### config.mk
export PLATFORM = sky130hd
export DESIGN_NAME = wash_cycle_sequencer_flat
export DESIGN_NICKNAME = d
export VERILOG_FILES = /design/src/rtl/wash_pkg.sv /design/src/rtl/wash_cycle_sequencer_if.sv /design/src/rtl/wash_tick_gen.sv /design/src/rtl/wash_cycle_sequencer.sv /design/src/flat_wrapper.sv
export SDC_FILE = /design/constraint.sdc
export NUM_CORES = 1
export LEC_CHECK = 0
export ABC_AREA = 1
export CAP_MARGIN = 20
export CORE_MARGIN = 10
export CORE_UTILIZATION = 54
export CTS_CLUSTER_DIAMETER = 120
export DETAILED_ROUTE_END_ITERATION = 8
export PLACE_DENSITY_LB_ADDON = 0.12
export RECOVER_POWER = 50
export SETUP_SLACK_MARGIN = 0.5
export SYNTH_ARGS = -nofsm -noshare
export SYNTH_HDL_FRONTEND = slang
export SYNTH_SLANG_ARGS = --single-unit
export TNS_END_PERCENT = 100
### constraint.sdc
create_clock -name clk -period 2 [get_ports clk]
set_clock_uncertainty 0.15 [all_clocks]
set_input_delay 0.4 -clock clk [delete_from_list [all_inputs] [get_ports clk]]
set_output_delay 0.4 -clock clk [all_outputs]
set_load 0.01 [all_outputs]
### src/rtl/wash_pkg.sv
// Shared types and helpers for the wash programme sequencer.
package wash_pkg;

  localparam int SEC_W = 8;

  typedef enum logic [2:0] {
    PH_IDLE   = 3'd0,
    PH_WASH   = 3'd1,
    PH_DRAIN1 = 3'd2,
    PH_RINSE  = 3'd3,
    PH_DRAIN2 = 3'd4,
    PH_SPIN   = 3'd5,
    PH_DONE   = 3'd6
  } phase_t;

  function automatic logic [SEC_W-1:0] phase_duration(
    input phase_t p,
    input int     wash_s,
    input int     drain_s,
    input int     rinse_s,
    input int     spin_s
  );
    logic [SEC_W-1:0] d;
    d = '0;
    case (p)
      PH_WASH:              d = SEC_W'(wash_s);
      PH_DRAIN1, PH_DRAIN2: d = SEC_W'(drain_s);
      PH_RINSE:             d = SEC_W'(rinse_s);
      PH_SPIN:              d = SEC_W'(spin_s);
      default:              d = '0;
    endcase
    return d;
  endfunction

endpackage

### src/rtl/wash_cycle_sequencer_if.sv
// Control/status bundle between the interlock stage, the sequencer and the actuators.
// All signals are levels sampled on clk; there is no valid/ready handshake on this bundle.
interface wash_cycle_sequencer_if;
  logic       start;
  logic       motor_permit;
  logic       door_closed;
  logic       motor_run;
  logic       motor_dir;
  logic       drain_valve;
  logic [2:0] phase;   // mirrors the FSM state register
  logic       paused;
  logic       done;

  modport master (
    output start, motor_permit, door_closed,
    input  motor_run, motor_dir, drain_valve, phase, paused, done
  );

  modport slave (
    input  start, motor_permit, door_closed,
    output motor_run, motor_dir, drain_valve, phase, paused, done
  );
endinterface

### src/rtl/wash_tick_gen.sv
// Seconds prescaler: counts 0..TICK_DIV-1 while enabled, ticks on the wrap; clr restarts it.
module wash_tick_gen #(
  parameter int TICK_DIV = 50000000
) (
  input  logic clk,
  input  logic rst,
  input  logic en,
  input  logic clr,
  output logic tick
);
  localparam int CW = (TICK_DIV > 1) ? $clog2(TICK_DIV) : 1;

  logic [CW-1:0] cnt;

  // tick must not depend on clr: the sequencer derives clr from tick.
  assign tick = en && (cnt == CW'(TICK_DIV - 1));

  always_ff @(posedge clk) begin
    if (rst || clr) begin
      cnt <= '0;
    end else if (en) begin
      cnt <= tick ? '0 : cnt + 1'b1;
    end
  end
endmodule

### src/rtl/wash_cycle_sequencer.sv
// Wash programme sequencer: WASH, DRAIN1, RINSE, DRAIN2, SPIN, DONE with pause-on-gating.
// Optional macro SEQ_ABORT_EN: a start edge while running aborts via a drain (or straight to IDLE).
module wash_cycle_sequencer
  import wash_pkg::*;
#(
  parameter int TICK_DIV = 50000000,
  parameter int WASH_S   = 30,
  parameter int DRAIN_S  = 10,
  parameter int RINSE_S  = 20,
  parameter int SPIN_S   = 15,
  parameter int REV_S    = 5
) (
  input logic                    clk,
  input logic                    rst,
  wash_cycle_sequencer_if.slave  bus
);

  phase_t           state, state_nxt, after;
  logic             start_s, start_q, start_edge;
  logic [SEC_W-1:0] sec_cnt, sec_nxt, dir_cnt, dir_cnt_nxt;
  logic             run_r, dir_r, drain_r, paused_r, done_r;
  logic             run_nxt, dir_nxt, drain_nxt, paused_nxt, done_nxt;
  logic             running, gate_ok, pause, tick_en, tick, presc_clr, enter;
`ifdef SEQ_ABORT_EN
  logic             aborted, aborted_nxt;
`endif

  assign start_edge = start_s & ~start_q;
  assign running    = (state == PH_WASH) || (state == PH_DRAIN1) || (state == PH_RINSE) ||
                      (state == PH_DRAIN2) || (state == PH_SPIN);
  assign pause      = running && !gate_ok;
  assign tick_en    = running && gate_ok;

  // Draining and spinning run without water, so only the door gates them.
  always_comb begin
    gate_ok = 1'b1;
    case (state)
      PH_WASH, PH_RINSE:              gate_ok = bus.motor_permit;
      PH_DRAIN1, PH_DRAIN2, PH_SPIN:  gate_ok = bus.door_closed;
      default:                        gate_ok = 1'b1;
    endcase
  end

  always_comb begin
    after = PH_IDLE;
    case (state)
      PH_WASH:   after = PH_DRAIN1;
      PH_DRAIN1: after = PH_RINSE;
      PH_RINSE:  after = PH_DRAIN2;
`ifdef SEQ_ABORT_EN
      PH_DRAIN2: after = aborted ? PH_IDLE : PH_SPIN;
`else
      PH_DRAIN2: after = PH_SPIN;
`endif
      PH_SPIN:   after = PH_DONE;
      default:   after = PH_IDLE;
    endcase
  end

  wash_tick_gen #(.TICK_DIV(TICK_DIV)) u_tick (
    .clk  (clk),
    .rst  (rst),
    .en   (tick_en),
    .clr  (presc_clr),
    .tick (tick)
  );

  always_comb begin
    state_nxt   = state;
    sec_nxt     = sec_cnt;
    dir_cnt_nxt = dir_cnt;
    dir_nxt     = dir_r;
    enter       = 1'b0;
    presc_clr   = 1'b0;
`ifdef SEQ_ABORT_EN
    aborted_nxt = aborted;
`endif
    case (state)
      PH_IDLE, PH_DONE: begin
        if (start_edge) begin
          state_nxt = PH_WASH;
          enter     = 1'b1;
`ifdef SEQ_ABORT_EN
          aborted_nxt = 1'b0;
`endif
        end
      end
      PH_WASH, PH_DRAIN1, PH_RINSE, PH_DRAIN2, PH_SPIN: begin
`ifdef SEQ_ABORT_EN
        if (start_edge) begin
          enter = 1'b1;
          if (state == PH_WASH || state == PH_RINSE) begin
            state_nxt   = PH_DRAIN2;
            aborted_nxt = 1'b1;
          end else begin
            state_nxt   = PH_IDLE;
            aborted_nxt = 1'b0;
          end
        end else
`endif
        if (tick) begin
          if (sec_cnt <= SEC_W'(1)) begin
            state_nxt = after;
            enter     = 1'b1;
`ifdef SEQ_ABORT_EN
            if (after == PH_IDLE) aborted_nxt = 1'b0;
`endif
          end else begin
            sec_nxt = sec_cnt - 1'b1;
            if (state == PH_WASH || state == PH_RINSE) begin
              if (dir_cnt <= SEC_W'(1)) begin
                dir_nxt     = ~dir_r;
                dir_cnt_nxt = SEC_W'(REV_S);
              end else begin
                dir_cnt_nxt = dir_cnt - 1'b1;
              end
            end
          end
        end
      end
      default: begin
        state_nxt = PH_IDLE;
        enter     = 1'b1;
      end
    endcase

    if (enter) begin
      sec_nxt     = phase_duration(state_nxt, WASH_S, DRAIN_S, RINSE_S, SPIN_S);
      dir_cnt_nxt = SEC_W'(REV_S);
      dir_nxt     = 1'b0;
      presc_clr   = 1'b1;
    end

    // Outputs are decoded from the next state so they line up with the phase register.
    paused_nxt = pause && !enter;
    run_nxt    = 1'b0;
    drain_nxt  = 1'b0;
    done_nxt   = 1'b0;
    case (state_nxt)
      PH_WASH, PH_RINSE: run_nxt = !paused_nxt;
      PH_DRAIN1, PH_DRAIN2: drain_nxt = 1'b1;
      PH_SPIN: begin
        drain_nxt = 1'b1;
        run_nxt   = !paused_nxt;
      end
      PH_DONE: done_nxt = 1'b1;
      default: ;
    endcase
    if (!(state_nxt == PH_WASH || state_nxt == PH_RINSE)) dir_nxt = 1'b0;
  end

  always_ff @(posedge clk) begin
    if (rst) begin
      state    <= PH_IDLE;
      start_s  <= 1'b0;
      start_q  <= 1'b0;
      sec_cnt  <= '0;
      dir_cnt  <= '0;
      run_r    <= 1'b0;
      dir_r    <= 1'b0;
      drain_r  <= 1'b0;
      paused_r <= 1'b0;
      done_r   <= 1'b0;
`ifdef SEQ_ABORT_EN
      aborted  <= 1'b0;
`endif
    end else begin
      state    <= state_nxt;
      start_s  <= bus.start;
      start_q  <= start_s;
      sec_cnt  <= sec_nxt;
      dir_cnt  <= dir_cnt_nxt;
      run_r    <= run_nxt;
      dir_r    <= dir_nxt;
      drain_r  <= drain_nxt;
      paused_r <= paused_nxt;
      done_r   <= done_nxt;
`ifdef SEQ_ABORT_EN
      aborted  <= aborted_nxt;
`endif
    end
  end

  assign bus.phase       = state;
  assign bus.motor_run   = run_r;
  assign bus.motor_dir   = dir_r;
  assign bus.drain_valve = drain_r;
  assign bus.paused      = paused_r;
  assign bus.done        = done_r;

endmodule
### src/flat_wrapper.sv
// flat-port wrapper written by rule: the top's interface ports become plain ports
module wash_cycle_sequencer_flat import wash_pkg::*;
#(
  parameter int TICK_DIV = 50000000,
  parameter int WASH_S   = 30,
  parameter int DRAIN_S  = 10,
  parameter int RINSE_S  = 20,
  parameter int SPIN_S   = 15,
  parameter int REV_S    = 5
)
  (clk, rst, bus_start, bus_motor_permit, bus_door_closed, bus_motor_run, bus_motor_dir, bus_drain_valve, bus_phase, bus_paused, bus_done);
  wash_cycle_sequencer_if bus_i ();
  input logic clk;
  input logic rst;
  input wire logic [$bits(bus_i.start)-1:0] bus_start;
  input wire logic [$bits(bus_i.motor_permit)-1:0] bus_motor_permit;
  input wire logic [$bits(bus_i.door_closed)-1:0] bus_door_closed;
  output wire logic [$bits(bus_i.motor_run)-1:0] bus_motor_run;
  output wire logic [$bits(bus_i.motor_dir)-1:0] bus_motor_dir;
  output wire logic [$bits(bus_i.drain_valve)-1:0] bus_drain_valve;
  output wire logic [$bits(bus_i.phase)-1:0] bus_phase;
  output wire logic [$bits(bus_i.paused)-1:0] bus_paused;
  output wire logic [$bits(bus_i.done)-1:0] bus_done;
  assign bus_i.start = bus_start;
  assign bus_i.motor_permit = bus_motor_permit;
  assign bus_i.door_closed = bus_door_closed;
  assign bus_motor_run = bus_i.motor_run;
  assign bus_motor_dir = bus_i.motor_dir;
  assign bus_drain_valve = bus_i.drain_valve;
  assign bus_phase = bus_i.phase;
  assign bus_paused = bus_i.paused;
  assign bus_done = bus_i.done;
  wash_cycle_sequencer #(.TICK_DIV(TICK_DIV), .WASH_S(WASH_S), .DRAIN_S(DRAIN_S), .RINSE_S(RINSE_S), .SPIN_S(SPIN_S), .REV_S(REV_S)) u_core (.clk(clk), .rst(rst), .bus(bus_i));
endmodule
# Yosys cells after proc, flatten, opt, wreduce, memory -nomap -nowiden
# Cells that the tools add are included.
[totals] register_bits=52 latchBits=0 ramBits=0 romBits=0 in_bits=5 out_inout_bits=8 wordCells=94 mem_count=0
[classes] add_sub_neg=3 n_mul=0 n_div=0 n_lt_le_gt_ge=2 eq_ne=14 shifts=0 n_mux=25 n_bitwise=6 reduce_logical=32
[ops] op="$mux W8" n=5
[ops] op="$add A26 B1 Y26 const B" n=1
[ops] op="$eq A26 B26 Y1 const B" n=1
[ops] op="$mux W26" n=1
[ops] op="$mux W3" n=8
[ops] op="$pmux W5 S4" n=1
[ops] op="$eq A3 B3 Y1 const B" n=6
[ops] op="$le A8 B1 Y1 const B" n=2
[ops] op="$sub A8 B1 Y8 const B" n=2
[ops] op="$pmux W3 S5" n=1
[ops] op="$eq A3 B2 Y1 const B" n=4
[ops] op="$reduce_or A3 Y1" n=4
[ops] op="$reduce_or A2 Y1" n=5
[ops] op="$reduce_and A4 Y1" n=2
[ops] op="$logic_or A1 B1 Y1" n=7
[ops] op="$eq A3 B1 Y1 const B" n=2
[ops] op="$mux W1" n=6
[ops] op="$pmux W3 S2" n=1
[ops] op="$reduce_bool A2 Y1" n=3
[ops] op="$not A1 Y1" n=5
[ops] op="$reduce_and A5 Y1" n=1
[ops] op="$reduce_or A5 Y1" n=1
[ops] op="$logic_and A1 B1 Y1" n=4
[ops] op="$pmux W1 S2" n=2
[ops] op="other kinds (5)" n=7

# Depth between registers and ports, before layout
[depth] word_depth=13 depth_mapped=16 ltp_nobuf=16

# Cells and area by module
# From an unflattened synthesis, not the netlist that was laid out.
[hier_totals] cells_unflattened=464 hier_area_um2=3045.4
[modules_own_cells] mod="wash_tick_gen" n_inst=1 cells_per_inst=242 area_each_um2=1570.3 seq_area_each_um2=520.5
[modules_own_cells] mod="wash_cycle_sequencer" n_inst=1 cells_per_inst=222 area_each_um2=1475.2 seq_area_each_um2=520.5

# Worst setup path before layout
# OpenSTA, ideal clock, no wires.
[synth_path] path_kind="register to register" start="reg u_core.state[1], in the netlist u_core.bus.phase[1]" end="reg u_core.u_tick.cnt[24]" setup_ns=0.116 arrival_ns=1.913 required_ns=1.734 path_slack_ns=-0.179 path_stages_with_launch=15 path_buffers=0 synth_period_minus_slack_ns=2.179 cell_sequence="dfxtp_1 inv_2 ha_1 inv_1 nand2_2 nand3_2 nand2_4 nor2_8 nand2_2 nor2_4 nand2_2 nor2_4 nand2_1 o21ai_1 a21oi_1"
[synth_between] elab_chain_len=11 word_cells_on_any_way=23 classes_between="eq/ne: 6; mux: 5; reduce/logical: 12"
[synth_rtl] item="start, declared" line="wash_cycle_sequencer.sv:18" text="phase_t state, state_nxt, after;"
[synth_rtl] item="start signal, assigned" line="wash_cycle_sequencer.sv:168" text="state <= state_nxt;"
[synth_rtl] item="branches (longest 11 deep; another with $eq A3 B3 Y1)"
[synth_rtl] item="end signal, assigned" line="wash_tick_gen.sv:22" text="cnt <= tick ? '0 : cnt + 1'b1;"
[synth_rtl] item="end, declared" line="wash_tick_gen.sv:13" text="logic [CW-1:0] cnt;"
# Several ways; the timed one is not identified.
# A chain may end at the register's enable or synchronous reset.

# Worst setup path in the final report
[layout_path] start="reg u_core.sec_cnt[0]" end="reg u_core.sec_cnt[2]"
[layout_between] elab_chain_len=8 word_cells_on_any_way=23 classes_between="add/sub: 1; order compare: 1; eq/ne: 6; mux: 11; reduce/logical: 4"
[layout_rtl] item="start, declared" line="wash_cycle_sequencer.sv:20" text="logic [SEC_W-1:0] sec_cnt, sec_nxt, dir_cnt, dir_cnt_nxt;"
[layout_rtl] item="start signal, assigned" line="wash_cycle_sequencer.sv:171" text="sec_cnt <= sec_nxt;"
[layout_rtl] item="$le A8 B1 Y1" line="wash_cycle_sequencer.sv:102" text="if (sec_cnt <= SEC_W'(1)) begin"
[layout_rtl] item="$mux W3" line="wash_cycle_sequencer.sv:102"
[layout_rtl] item="$mux W3" line="wash_cycle_sequencer.sv:101" text="if (tick) begin"
[layout_rtl] item="$pmux W3 S2" line="wash_cycle_sequencer.sv:78" text="case (state)"
[layout_rtl] item="$eq A3 B2 Y1 / $eq A3 B3 Y1 (equally long branches)" line="wash_pkg.sv:25" text="case (p)"
[layout_rtl] item="$reduce_or A2 Y1"
[layout_rtl] item="$pmux W5 S4" line="wash_pkg.sv:25"
[layout_rtl] item="$mux W8" line="wash_cycle_sequencer.sv:127" text="if (enter) begin"
# Several ways; a longest one is shown, not always the timed one. The select of a mux whose other input is x is not followed.

==> key figures <==
Layout
  – Fin cells: 656
  – Area growth from synthesis to layout: 51.8%
  – Utilization after layout: a little over four fifths
  – Diode count: 0
  – Final nets: a little under 600
  – Share of cells above drive strength 1: 47.3%
  – Most frequent cells in the layout: nand2_1 (81), buf_4 (81), nor2_1 (51)

Synth
  – Distinct cell type count after synthesis: between 40 and 50
  – Cells after synthesis: between 400 and 500
  – Seq/Total Area, Yosys: 31.7%
  – Synthesized cell area: 0.00329 mm²
  – Number of synthesized register bits: 52
  – Synth Warn #: 0
  – Syn nets: roughly 470
  – Mapped Avg Cell Area: 7.10 µm²

Routing
  – Drt wl/cell: 16.0 µm
  – Final WL: 10,500 µm
  – DRT iter0 DRCs: 206
  – Number of remaining DRC errors: 0
  – Vias: 3,591
  – Final ANT Viol Nets: 0
  – First-pass DRT Iterations: 6
  – Via-per-instance ratio: around 5.5

CTS
  – Root buffer cell: clkbuf_8
  – CTS sink cnt: 52
  – Clock latency on the worst-skew pair: around 0.32 ns
  – CTS tree: yes
  – Clock slew at reported path FFs: 0.10 ns
  – Htree depth: 2
  – Hold Buf Count CTS: 0
  – Deepest clock path buffer count: 2
  – TritonCTS buffer count: 5

Power
  – Logic pwr share: 20.0%
  – Pwr dens: 422 mW/mm²
  – P_sw: 630 µW
  – Sequential share of power: 50.5%
  – Cell-internal power: between 1000 and 1500 µW
  – Max VDD drop: 333 µV
  – Leakage power: 0.00213 µW
  – Sw Share: around 30%
  – Total power: 2110 µW
  – Clock network power share: a little under 30%

Timing
  – Worst setup margin: -0.215 ns
  – Final period utilization: 111%
  – Slew Limit Fails: 0
  – Count of final hold-check violations: 0
  – Worst Tran Pin Value: 0.538 ns
  – Slew HR: 64.1%
  – RSZ-0062 raised after global routing: true
  – Crit path time final: 2.21 ns
  – # setup viols final: 46
  – Fmax: roughly 0.45 GHz

Floorplan
  – Die height: about 100 µm
  – DIE AREA: 0.00960 mm²
  – Core area: 0.00592 mm²
  – I/O Pins: 13
  – Die Wd: 98.0 µm
  – Starting Density: 55.5%
  – Site row count: 28

Global routing
  – GRT overflow: 0
  – Largest net degree at the start of global routing: 16
  – First-pass GRT wire length: about 15,000 µm
  – Vias in the first global route: 3,399
  – GRT Resource Usage Total: 18.5%
  – Initial antenna violation count: 0

Placement
  – Dpl hpwl: 6310 µm
  – Placed Cells: 619
  – Buffers on Ports: 12
  – Routability cong.: 0.934

Status
  – Status: finished with violations
  – Failing checks: negative setup slack

Setup path
  – Startpoint Class: register
  – Critical Path End Type: register
  – Kind of critical path: register to register
  – Crit path required time: 2.04 ns
  – Worst-path fanout max: 6
  – Arr. time, crit path: between 2 and 2.5 ns

Hold path
  – Hold Crit Class: register to register

Job
  – Max-Cap Viols: 0
[cell type report]
class                           count  area, µm²
Timing Repair Buffer              116       1020
Tap cell                           75       93.8
Fill cell                         337        935
Clock inverter                      1       5.00
Inverter                           55        267
Multi-Input combinational cell    350       2460
Sequential cell                    52       1060
Clock buffer                        7       76.3
[power groups by stage]
| stage | logic, µW | registers (µW) | clock network (µW) |
|---|---|---|---|
| 6_report | 422 | 1060 | 619 |
| 5_1_grt | 449 | 1070 | 648 |
| 4_1_cts | 364 | 1060 | 600 |
| 3_5_place_dp | 309 | 1090 | 0 |
| 3_3_place_gp | 305 | 1090 | 0 |
| 2_1_floorplan | 197 | 1090 | 0 |
[cells in the mapped netlist (all sizes together)]
cell type    n  area, µm²
xnor2        4       35.0
nand4        8       56.3
o21a         1       7.51
dfxtp       52       1040
nand3       28        188
or2          3       18.8
a211oi       3       27.5
nand2      121        537
a32o         1       10.0
and3         4       26.3
o2111ai      1       8.76
a21oi       33        184
nor4         3       18.8
o21ai       21        113
a221oi       2       23.8
o31ai        1       7.51
ha           6       75.1
clkinv       1       5.00
inv         54        210
xor2         8       70.1
clkbuf       1       3.75
a31oi        2       12.5
nor2        82        449
buf          5       43.8
o22ai        1       6.26
nor3        17        108
[state kept, by name, indices dropped and copies added (netlist names)]
name	flops
u_core.bus.done	1
u_core.bus.drain_valve	1
u_core.bus.motor_dir	1
u_core.bus.motor_run	1
u_core.bus.paused	1
u_core.bus.phase	3
u_core.dir_cnt	8
u_core.sec_cnt	8
u_core.start_q	1
u_core.start_s	1
u_core.u_tick.cnt	26
[per-stage QoR]
stage	hold WS [ns]	setup WS, ns	cell area [µm²]	TNS (ns)
after floorplan	0.261	0.0142	3420	0
after global placement	0.269	-0.304	4160	-9.87
after detailed placement	0.279	-0.382	4160	-12.40
after CTS	0.293	-0.0674	4660	-0.820
after global routing	0.318	-0.303	4990	-9.86
final	0.296	-0.215	4990	-4.58
[cell families (layout without fill, tap and decap cells)]
logic type / Yosys count / count (layout) / share of synthesized area [%]
simple gates: 266 / 266 / 42.7
flops: 52 / 52 / 31.7
fa+ha+maj: 6 / 6 / 2.28
xor+xnor: 12 / 12 / 3.20
buf+inv: 61 / 179 / 8.00
compound gates: 66 / 66 / 12.2
[per-layer routing]
layer	part of all wire (%)	wire length (µm)	up-vias	global-route usage, %
met5	0	0	-	0
met4	3.9	406	0	6.82
met3	4.8	501	43	3.59
met2	49	5190	127	31.4
met1	42	4400	1671	22.5
li1	-	-	1750	-
[final timing paths]
path	start	slack, ns	cells past startpoint	endpoint
setup / recovery	u_core.sec_cnt[0]$_SDFFE_PP0P_	-0.21	13	u_core.sec_cnt[2]$_SDFFE_PP0P_
hold / removal	u_core.start_s$_SDFF_PP0_	0.30	2	u_core.start_q$_SDFF_PP0_
setup reg to reg	u_core.sec_cnt[0]$_SDFFE_PP0P_	-0.21	13	u_core.sec_cnt[2]$_SDFFE_PP0P_
hold reg to reg	u_core.start_s$_SDFF_PP0_	0.30	2	u_core.start_q$_SDFF_PP0_
[what timing repair did]
item                                    in CTS  in global routing
pin swaps                                   17                 23
endpoints found under the setup margin      57                 55
buffers inserted                            17                 11
cloned                                       1                  0
resized for setup                           90                 67
[critical path, stage by stage, from the launching register on]
cell,delay [ns]
dfxtp_2,0.37
inv_2,0.05
ha_4,0.15
or2_4,0.25
nand2_2,0.08
nor2_4,0.06
o21ai_1,0.23
nand3_2,0.15
nand3_2,0.13
nand2_4,0.08
buf_4,0.13
buf_4,0.12
nand2_1,0.07
a21oi_1,0.07
Power figures use the tool's default switching activity.
